[src/rtl/pkt_mux_rr_pkg.sv]
// ============================================================================
// Module      : pkt_mux_rr_pkg
// Description : Flit-type and FSM state encodings shared by the packet mux.
// Revision    : 1.0 - initial release
// ============================================================================
`default_nettype none

package pkt_mux_rr_pkg;

    typedef enum logic [1:0] {
        FT_NONE = 2'd0,
        FT_HEAD = 2'd1,
        FT_DATA = 2'd2,
        FT_TAIL = 2'd3
    } flit_type_e;

    typedef enum logic [0:0] {
        ST_IDLE   = 1'b0,
        ST_LOCKED = 1'b1
    } state_e;

endpackage

`default_nettype wire

[src/rtl/pkt_mux_rr_arbiter.sv]
// ============================================================================
// Module      : rr_arbiter
// Description : Combinational rotating-priority arbiter; grants the first
//               request at or after ptr, wrapping modulo NPORT.
// Revision    : 1.0 - initial release
// ============================================================================
`default_nettype none

module rr_arbiter #(
    parameter int NPORT = 3,
    parameter int PTRW  = $clog2(NPORT)
) (
    input  logic [NPORT-1:0] req,
    input  logic [PTRW-1:0]  ptr,
    output logic [NPORT-1:0] gnt
);

    logic [2*NPORT-1:0] w_req_dbl;
    logic [2*NPORT-1:0] w_gnt_dbl;
    logic [NPORT-1:0]   w_rot;
    logic [NPORT-1:0]   w_rot_gnt;

    // Rotate so ptr lands at bit 0, pick the lowest set bit, rotate back.
    always_comb begin
        w_req_dbl = {req, req} >> ptr;
        w_rot     = w_req_dbl[NPORT-1:0];
        w_rot_gnt = w_rot & (~w_rot + NPORT'(1));
        w_gnt_dbl = {w_rot_gnt, w_rot_gnt} << ptr;
        gnt       = w_gnt_dbl[2*NPORT-1:NPORT];
    end

endmodule

`default_nettype wire

[src/rtl/pkt_mux_rr.sv]
// ============================================================================
// Module      : pkt_mux_rr
// Description : N-to-1 packet multiplexer with wormhole locking, round-robin
//               or static select, and a single registered output stage.
// Revision    : 1.0 - initial release
// ============================================================================
`default_nettype none

module pkt_mux_rr
    import pkt_mux_rr_pkg::*;
#(
    parameter int NPORT = 3,
    parameter int DATAW = 64,
    parameter int TYPEW = 2,
    parameter int VCHW  = 1,
    parameter int MODE  = 0
) (
    input  logic                             clk,
    input  logic                             rst,
    input  logic [NPORT*(TYPEW+DATAW)-1:0]   idata,
    input  logic [NPORT-1:0]                 ivalid,
    input  logic [NPORT*VCHW-1:0]            ivch,
    output logic [NPORT-1:0]                 iready,
    input  logic [NPORT-1:0]                 sel,
    output logic [TYPEW+DATAW-1:0]           odata,
    output logic                             ovalid,
    output logic [VCHW-1:0]                  ovch,
    input  logic                             oready,
    output logic                             err_drop
);

    localparam int FLITW = TYPEW + DATAW;
    localparam int PTRW  = $clog2(NPORT);

    state_e            state_q, state_d;
    logic [PTRW-1:0]   gnt_q, gnt_d;
    logic [PTRW-1:0]   ptr_q, ptr_d;
    logic [FLITW-1:0]  odata_q, odata_d;
    logic              ovalid_q, ovalid_d;
    logic [VCHW-1:0]   ovch_q, ovch_d;
    logic              err_drop_q, err_drop_d;

    logic [FLITW-1:0]  w_flit [NPORT];
    logic [VCHW-1:0]   w_vch  [NPORT];
    logic [NPORT-1:0]  w_is_head;
    logic [NPORT-1:0]  w_is_tail;
    logic [NPORT-1:0]  w_is_orphan;
    logic [NPORT-1:0]  w_cand;
    logic [NPORT-1:0]  w_req;
    logic [PTRW-1:0]   w_ptr;
    logic [NPORT-1:0]  w_win;
    logic [NPORT-1:0]  w_ready;
    logic [NPORT-1:0]  w_xfer;
    logic              w_load;

    for (genvar k = 0; k < NPORT; k++) begin : g_port
        logic [TYPEW-1:0] w_type;
        assign w_flit[k]      = idata[k*FLITW +: FLITW];
        assign w_vch[k]       = ivch[k*VCHW +: VCHW];
        assign w_type         = w_flit[k][FLITW-1 -: TYPEW];
        assign w_is_head[k]   = (w_type == TYPEW'(FT_HEAD));
        assign w_is_tail[k]   = (w_type == TYPEW'(FT_TAIL));
        assign w_is_orphan[k] = (w_type == TYPEW'(FT_DATA)) || w_is_tail[k];
        assign w_cand[k]      = ivalid[k] && w_is_head[k];
    end

    // Static mode reuses the arbiter as a safe one-hot filter on sel.
    assign w_req  = (MODE == 0) ? w_cand : (w_cand & sel);
    assign w_ptr  = (MODE == 0) ? ptr_q  : '0;
    assign w_load = !ovalid_q || oready;

    rr_arbiter #(
        .NPORT (NPORT),
        .PTRW  (PTRW)
    ) u_arb (
        .req (w_req),
        .ptr (w_ptr),
        .gnt (w_win)
    );

    always_comb begin
        state_d    = state_q;
        gnt_d      = gnt_q;
        ptr_d      = ptr_q;
        odata_d    = odata_q;
        ovalid_d   = ovalid_q;
        ovch_d     = ovch_q;
        err_drop_d = 1'b0;
        w_ready    = '0;

        if (state_q == ST_IDLE) begin
            for (int k = 0; k < NPORT; k++) begin
                if (w_win[k] || (ivalid[k] && !w_is_head[k])) begin
                    w_ready[k] = w_load;
                end
            end
        end else begin
            w_ready[gnt_q] = w_load;
        end
        if (rst) begin
            w_ready = '0;
        end
        w_xfer = w_ready & ivalid;

        if (w_load) begin
            ovalid_d = 1'b0;
        end

        if (state_q == ST_IDLE) begin
            for (int k = 0; k < NPORT; k++) begin
                if (w_xfer[k] && w_win[k]) begin
                    odata_d  = w_flit[k];
                    ovch_d   = w_vch[k];
                    ovalid_d = 1'b1;
                    gnt_d    = PTRW'(k);
                    state_d  = ST_LOCKED;
                end else if (w_xfer[k] && w_is_orphan[k]) begin
                    err_drop_d = 1'b1;
                end
            end
        end else if (w_xfer[gnt_q]) begin
            odata_d  = w_flit[gnt_q];
            ovch_d   = w_vch[gnt_q];
            ovalid_d = 1'b1;
            if (w_is_tail[gnt_q]) begin
                state_d = ST_IDLE;
                if (MODE == 0) begin
                    ptr_d = (gnt_q == PTRW'(NPORT-1)) ? '0 : gnt_q + PTRW'(1);
                end
            end
        end
    end

    always_ff @(posedge clk) begin
        if (rst) begin
            state_q    <= ST_IDLE;
            gnt_q      <= '0;
            ptr_q      <= '0;
            odata_q    <= '0;
            ovalid_q   <= 1'b0;
            ovch_q     <= '0;
            err_drop_q <= 1'b0;
        end else begin
            state_q    <= state_d;
            gnt_q      <= gnt_d;
            ptr_q      <= ptr_d;
            odata_q    <= odata_d;
            ovalid_q   <= ovalid_d;
            ovch_q     <= ovch_d;
            err_drop_q <= err_drop_d;
        end
    end

    assign iready   = w_ready;
    assign odata    = odata_q;
    assign ovalid   = ovalid_q;
    assign ovch     = ovch_q;
    assign err_drop = err_drop_q;

endmodule

`default_nettype wire

[config.mk]
export PLATFORM = sky130hd
export DESIGN_NAME = pkt_mux_rr
export DESIGN_NICKNAME = d
export VERILOG_FILES = /design/src/rtl/pkt_mux_rr_pkg.sv /design/src/rtl/pkt_mux_rr_arbiter.sv /design/src/rtl/pkt_mux_rr.sv
export SDC_FILE = /design/constraint.sdc
export NUM_CORES = 1
export LEC_CHECK = 0
export ABC_AREA = 0
export CAP_MARGIN = 20
export CORE_ASPECT_RATIO = 1.25
export CORE_UTILIZATION = 35
export DETAILED_ROUTE_END_ITERATION = 10
export GPL_TIMING_DRIVEN = 0
export HOLD_SLACK_MARGIN = 0.03
export PLACE_DENSITY = 0.68
export SYNTH_ARGS = -nofsm -noshare
export SYNTH_HDL_FRONTEND = slang
export SYNTH_SLANG_ARGS = --single-unit
[constraint.sdc]
create_clock -name clk -period 2.4 [get_ports clk]
set_input_delay 0.48 -clock clk [delete_from_list [all_inputs] [get_ports clk]]
set_output_delay 0.48 -clock clk [all_outputs]
set_load 0.01 [all_outputs]
==> results of run 1 <==
cell families after synthesis:
kind of cell / share of synthesized area, %
buffers and inverters: 7.18
flip-flops: 26.6
multiplexers: 12.6
XOR/XNOR: 0.157
AO/OA/AOI/OAI: 33.5
AND/OR/NAND/NOR: 20.0
layer usage:
metal  up-vias  GRT usage, %
li1       3333             -
met1      3355          32.5
met2       304          48.7
met3        40          7.00
met4         2          9.23
met5         -             0
what timing repair did:
item | CTS | global route
pin swaps | 2 | 4
cloned | 0 | 0
setup endpoints to repair | 68 | 62
buffers inserted | 5 | 2
gates resized for setup | 35 | 26
flip-flops by register name (all words and copies together) (netlist names):
register  flops
odata        66
state_q       1
gnt_q         2
err_drop      1
ovalid        1
ptr_q         2
ovch          1
worst max path at each step:
stage	startpoint	end	slack [ps]	depth (start not counted)
after floorplan	idata[131]	odata[0]$_SDFFE_PP0P_	300	9
after global placement	idata[131]	odata[12]$_SDFFE_PP0P_	-740	9
after detailed placement	idata[131]	odata[14]$_SDFFE_PP0P_	-730	9
after CTS	gnt_q[1]$_SDFFE_PP0P_	iready[0]	-2	6
after global routing	idata[65]	odata[56]$_SDFFE_PP0P_	-6	10
final	idata[65]	odata[52]$_SDFFE_PP0P_	70	10
per-stage QoR:
stage	cells	util, %	power, mW	setup slack, ps	hold WS, ps
global placement	1183	55.4	2.94	-736	449
finish	1205	57.9	4.22	66.3	466
global route	1205	57.9	4.43	-6.49	486
floorplan	693	-	2.10	295	476
CTS	1203	57.4	4.22	-1.85	468
detailed placement	1183	55.4	2.95	-730	456
area by class of cell:
cell class / instances / share of cell area, %
well taps: 212 / 2.94
clock buffers: 13 / 2.78
flip-flops and latches: 74 / 16.5
repair buffers: 285 / 31.3
clock inverters: 3 / 0.167
plain buffers: 84 / 4.87
multi-input cells: 534 / 41.5
cells in the mapped netlist (6+ instances only):
cell type	n	share of area [%]
a21oi_1	8	0.72
a221oi_1	65	10
a32o_1	65	12
and3b_1	6	0.94
buf_1	9	0.61
buf_2	10	0.90
buf_6	9	1.8
clkbuf_1	56	3.8
dfxtp_1	74	27
mux2i_1	70	13
nand2_1	137	9.2
nand2b_1	8	0.90
nand3_1	70	6.3
nor2_1	8	0.54
o211ai_1	66	8.9
worst max-delay path: stages:
cell and delay, ps:
dlygate4sd2_1 280, nand3b_1 220, nand2b_1 220, and4_1 200, clkbuf_1 170, buf_6 190, buf_2 200, a221oi_1 290
nand2_1 100, a32o_1 240
power breakdown:
part           total [mW]  internal (mW)  switching, mW
sequential           1.45           1.37         0.0799
combinational        1.49          0.843          0.651
clock                1.27          0.724          0.549
total                4.22           2.94           1.28
==> metrics.txt, run 1 <==
Reg clk slew, reported paths=60 ps; antenna violations before repair=1; Pleak=3.15 nW; hold buffers post-CTS=0; Setup TNS=0 ps; fmax=0.429 GHz; Rows=51; H-tree depth=3; DRC=0; status=completed; initial core utilization=35.8%; antenna diode instance count=0; class of the worst hold path=flip-flop to flip-flop; ports placed on the boundary=282; Port Buffers=278; RePlAce Congestion=0.857; sequential area share after synthesis=26.6%; cell area after placement=8620 µm²; core box area=15600 µm²; First DRT Iteration DRCs=525; Die Area=16400 µm²; CP max FO=10; vias in the first global route=6968; endpoints failing setup=0; DR top layer=met5; maximum clock path buffer count=2; Max IR drop VDD=0.271 mV; CTS root buffer=clkbuf_16; Synth Net Count=903; crit path time final=2330 ps; area grow syn2layout=61.7%; EDFF count, synth=0; commonest cells after routing, fill and taps aside=265 x clkdlybuf4s50_1, 137 x nand2_1, 73 x dfxtp_1; Total GRT Usage=27.7%; first-pass GRT wire length=35.7 mm; Syn Std Cell Area=5570 µm²; CTS tree=built; via/cell ratio=5.84; CTS sink cnt=74; Hold EP=odata[49]$_SDFFE_PP0P_; fraction of registers with async set/reset=0%; vias=7034; hold path cells=1; RR Endpoint=odata[11]$_SDFFE_PP0P_; critical path data required time=2650 ps; largest net degree at the start of global routing=12; multi-input gate area in the final layout=3740 µm²; Final Max Slew Viols=0; M1 WL=9.69 mm; hold_sp=odata[49]$_SDFFE_PP0P_; cell count after synthesis=693; top_reg_cell synth=dfxtp_1; fraction of layout instances using a drive strength above 1=7.35%; DP HPWL=17.3 mm; Die Span Y=143 µm; # fillers=1510; Routed Antenna Nets=0; Post-Route WL=23.6 mm; design area=9010 µm²; final net count=1198; Worst-Margin Slew=811 ps; Fin Clk Skew=7.26 ps; arrival time at the worst endpoint=2590 ps; Pwr Density=468 nW/µm²; relative slew slack=46.0%; Yosys reg bits=74; commonest non-fill, non-tap cell in the layout=clkdlybuf4s50_1; r2r startpoint=gnt_q[0]$_SDFFE_PP0P_; R2R setup slack=180 ps; total grt overflow=0; yosys synthesis warning count=0; Cell variety after synth=36; Met3 Wirelength=1.68 mm; Worst Setup Start Kind=input port; post-DR wirelength/cell=19.6 µm; die width=115 µm; Setup CP Type=input port to flip-flop; Worst-Skew Late Latency=350 ps; Mapped Avg Cell Area=8.04 µm²; Hold Vio Cnt, Final=0; unrepaired setup endpoints after global routing=yes; Reg2Reg Depth=5; Max Cap Violations=0; Setup crit end kind=flip-flop; CTS Buf Count=9; Period Utilization, post-route=97.2%; DR pass1 iterations=5; register area=1480 µm²; met2 WL=11.7 mm
(Power assumes the default switching activity.)
==> run 2, diff against run 1 <==
--- a/config.mk
+++ b/config.mk
@@ -8,11 +8,13 @@
 export ABC_AREA = 0
 export CAP_MARGIN = 20
 export CORE_ASPECT_RATIO = 1.25
-export CORE_UTILIZATION = 35
+export CORE_UTILIZATION = 43
 export DETAILED_ROUTE_END_ITERATION = 10
+export GPL_ROUTABILITY_DRIVEN = 0
 export GPL_TIMING_DRIVEN = 0
 export HOLD_SLACK_MARGIN = 0.03
-export PLACE_DENSITY = 0.68
+export PLACE_DENSITY = 0.78
 export SYNTH_ARGS = -nofsm -noshare
 export SYNTH_HDL_FRONTEND = slang
+export SYNTH_HIERARCHICAL = 1
 export SYNTH_SLANG_ARGS = --single-unit
==> metrics.txt, run 2 <==
status=finished with violations; failing checks=setup timing; vias=8194 (+16%); top_reg_cell synth=dfxtp_1; unrepaired setup endpoints after global routing=yes; Syn Std Cell Area=6300 µm² (+13%); antenna violations before repair=1 (unchanged); die width=110 µm (-4.0%); sequential share of power=30.4% (-4.0 points); area leader, netlist=dfxtp_1; Setup CP Type=input port to output pin; Fin Clk Skew=9.70 ps (+2.43 ps); class of the worst hold path=flip-flop to flip-flop; Buf/Inv on CP=3 (-1); hold_sp=odata[3]$_SDFFE_PP0P_; slowest stage cell, crit path=o31a_1; Synth top area share=23.5% (-3.1 points); Final Max Slew Viols=0 (unchanged); Die Area=15100 µm² (-7.8%); cell count after synthesis=785 (+13%); post-route setup slack=-22.7 ps (-89.0 ps); yosys synthesis warning count=6 (+6); Die Span Y=137 µm (-4.0%); CP max FO=5 (-5); Pwr Density=451 nW/µm² (-3.7%); CTS root buffer=clkbuf_16; Critical Path, Cell by Cell=buf_2 -> nand2b_4 -> nor2_4 -> nor2_1 -> o31a_1 -> buf_4 -> a211oi_2 -> a2111oi_1 -> buf_2; Mapped Avg Cell Area=8.03 µm² (-0.16%); area grow syn2layout=62.4%; top area cells in the synthesized netlist=dfxtp_1 24%, o22ai_1 13%, mux2i_1 11%, o211ai_1 8.0%, a221oi_2 6.4%; H-tree depth=3 (unchanged); cell family contributing the most delay on the critical path=compound AO/OA/AOI/OAI gates; ports placed on the boundary=282 (unchanged); First DRT Iteration DRCs=746 (+42%); CP most frequent cell=buf_2; DP HPWL=19.0 mm (+9.6%); Psw=1.37 mW (+7.3%); Worst Setup Start Kind=input port; post-DR wirelength/cell=21.7 µm (+11%); commonest cells after routing, fill and taps aside=264 x clkdlybuf4s50_1, 117 x o22ai_1, 71 x dfxtp_1; DRC=0 (unchanged); Setup crit end kind=output pin; combinational power share=33.7% (-1.7 points); fraction of registers with async set/reset=0% (unchanged); fmax=0.413 GHz (-3.7%); Power Internal=3.24 mW (+10%); RR Endpoint=ovch$_SDFFE_PP0P_; CP max stage delay=320 ps (+30 ps); Reg2Reg Depth=9 (+4); Synth Net Count=995 (+10%); maximum clock path buffer count=2 (unchanged); sequential area share after synthesis=23.5% (-3.1 points); top post-synthesis cells by count=133 x o22ai_1, 74 x dfxtp_1, 72 x inv_1, 72 x nor2_1, 69 x clkbuf_1; critical path data required time=1920 ps (-730 ps); total grt overflow=0 (unchanged); core box area=14300 µm² (-7.9%); Period Utilization, post-route=101% (+3.7 points); EDFF count, synth=0 (unchanged); antenna diode instance count=0 (unchanged); most frequent cell after synthesis=o22ai_1; hold buffers post-CTS=0 (unchanged); Max Cap Violations=0 (unchanged); via/cell ratio=6.46 (+11%); Post-Route WL=27.5 mm (+17%); final net count=1295 (+8.1%); crit path time final=2420 ps (+89.0 ps); relative slew slack=48.2% (+2.2 points); Clock Power Share=35.9% (+5.7 points); r2r startpoint=ptr_q[1]$_SDFFE_PP0P_; Finished Core Util=71.3% (+13 points); Pleak=3.70 nW (+18%); CTS sink cnt=74 (unchanged); Total GRT Usage=34.7% (+7.0 points); Design Power=4.61 mW (+9.4%); Routed Antenna Nets=0 (unchanged); Cell variety after synth=46 (+28%); arrival time at the worst endpoint=1940 ps (-650 ps); CTS Buf Count=9 (unchanged); DR pass1 iterations=4 (-1); first-pass GRT wire length=41.0 mm (+15%); Max IR drop VDD=0.320 mV (+18%); max reg flops=66 (unchanged); largest net degree at the start of global routing=14 (+2); commonest non-fill, non-tap cell in the layout=clkdlybuf4s50_1; hold path cells=2 (+1); Reg clk slew, reported paths=60 ps (about the same); R2R setup slack=80 ps (-100 ps); vias in the first global route=7883 (+13%); endpoints failing setup=1 (+1); Yosys reg bits=74 (unchanged); Hold Slack=503 ps (+37.1 ps); CTS tree=built; Hold Vio Cnt, Final=0 (unchanged); Worst-Margin Slew=778 ps (-33.1 ps); Switching Fraction=29.8% (-0.56 points); Rows=49 (-3.9%); Hold EP=odata[3]$_SDFFE_PP0P_; fraction of layout instances using a drive strength above 1=18.0% (+11 points); Port Buffers=277 (-0.36%); Worst-Skew Late Latency=350 ps (about the same); initial core utilization=43.9% (+8.1 points)
-- run 2: cell count changes in the layout (fill, tap and decap cells not counted), sizes merged, moves of 4 or more --
| cell | before | now |
|---|---|---|
| nand2 | 137 | 4 |
| nor2 | 8 | 72 |
| dlygate4sd2 | 11 | 2 |
| a32o | 65 | 0 |
| o31ai | 0 | 68 |
| nand3b | 6 | 1 |
| inv | 0 | 73 |
| buf | 35 | 63 |
| a211oi | 2 | 6 |
| and3b | 6 | 2 |
| o22ai | 1 | 133 |
| nand3 | 70 | 2 |
-- run 2: worst max-delay path by stage --
stage               depth (start not counted)  slack [ps]  startpoint                     end
floorplan                                  11           7  idata[131]  odata[10]$_SDFFE_PP0P_
finish                                      9         -20   idata[65]               iready[2]
detailed placement                          8       -1230      oready               iready[1]
global placement                            8       -1240      oready               iready[1]
CTS                                        10         0.3  idata[196]   odata[9]$_SDFFE_PP0P_
global route                                9         -60   idata[65]               iready[2]
-- run 2: power by group through the flow --
stage / Clock (mW) / Combinational (mW) / Sequential [mW]
after floorplan: 0 / 0.596 / 1.47
after global placement: 0 / 1.41 / 1.43
after detailed placement: 0 / 1.41 / 1.43
after CTS: 1.65 / 1.51 / 1.40
after global routing: 1.70 / 1.64 / 1.41
final: 1.66 / 1.55 / 1.40
-- run 2: cells by family (layout without fill, tap and decap cells) --
family                 count (synthesis)  count (layout)  synth area share, %
XOR/XNOR                               1               1                0.139
multiplexers                          70              70                 11.2
AND/OR/NAND/NOR                      102             102                 7.29
flip-flops                            74              74                 23.5
AO/OA/AOI/OAI                        364             364                 46.5
buffers and inverters                174             479                 11.4
-- run 2: layer usage --
layer,global-route usage [%],wire (µm),vias to the layer above
li1,-,-,3705
met1,42.1,10500,3906
met2,58.4,13500,502
met3,6.58,2570,81
met4,16.2,928,0
met5,0,0,-
-- run 2: worst reg2reg max path: stages (launching register included) --
cell and delay, ps:
dfxtp_4 360, nor2b_4 140, a221oi_4 350, nand2_2 130
buf_4 190, clkbuf_2 230, clkbuf_2 270, nor2_1 240
a221oi_4 120, o31ai_4 220
-- run 2: layout make-up --
| cell class | count | area (µm²) |
|---|---|---|
| fill | 1162 | 4110 |
| timing repair buffer | 296 | 2870 |
| clock inverter | 4 | 97.6 |
| buffer | 93 | 599 |
| tap | 178 | 223 |
| sequential | 74 | 1490 |
| multi-input combinational | 537 | 4410 |
| clock buffer | 12 | 256 |
| inverter | 74 | 282 |
-- run 2: timing repair --
| action | 4_1_cts | 5_1_grt |
|---|---|---|
| gates cloned | 1 | 0 |
| pin swaps | 15 | 11 |
| buffers inserted | 18 | 1 |
| resized for setup | 130 | 66 |
| endpoints found under the setup margin | 75 | 73 |
-- run 2: stage by stage --
| step | setup WS, ps | area (µm²) | TNS [ps] | instances |
|---|---|---|---|---|
| 2_1_floorplan | 7.12 | 6320 | 0 | 785 |
| 3_3_place_gp | -1240 | 9320 | -77730 | 1240 |
| 3_5_place_dp | -1230 | 9320 | -76740 | 1240 |
| 4_1_cts | 0.321 | 10200 | 0 | 1269 |
| 5_1_grt | -57.5 | 10200 | -99.0 | 1268 |
| 6_report | -22.7 | 10200 | -22.7 | 1268 |
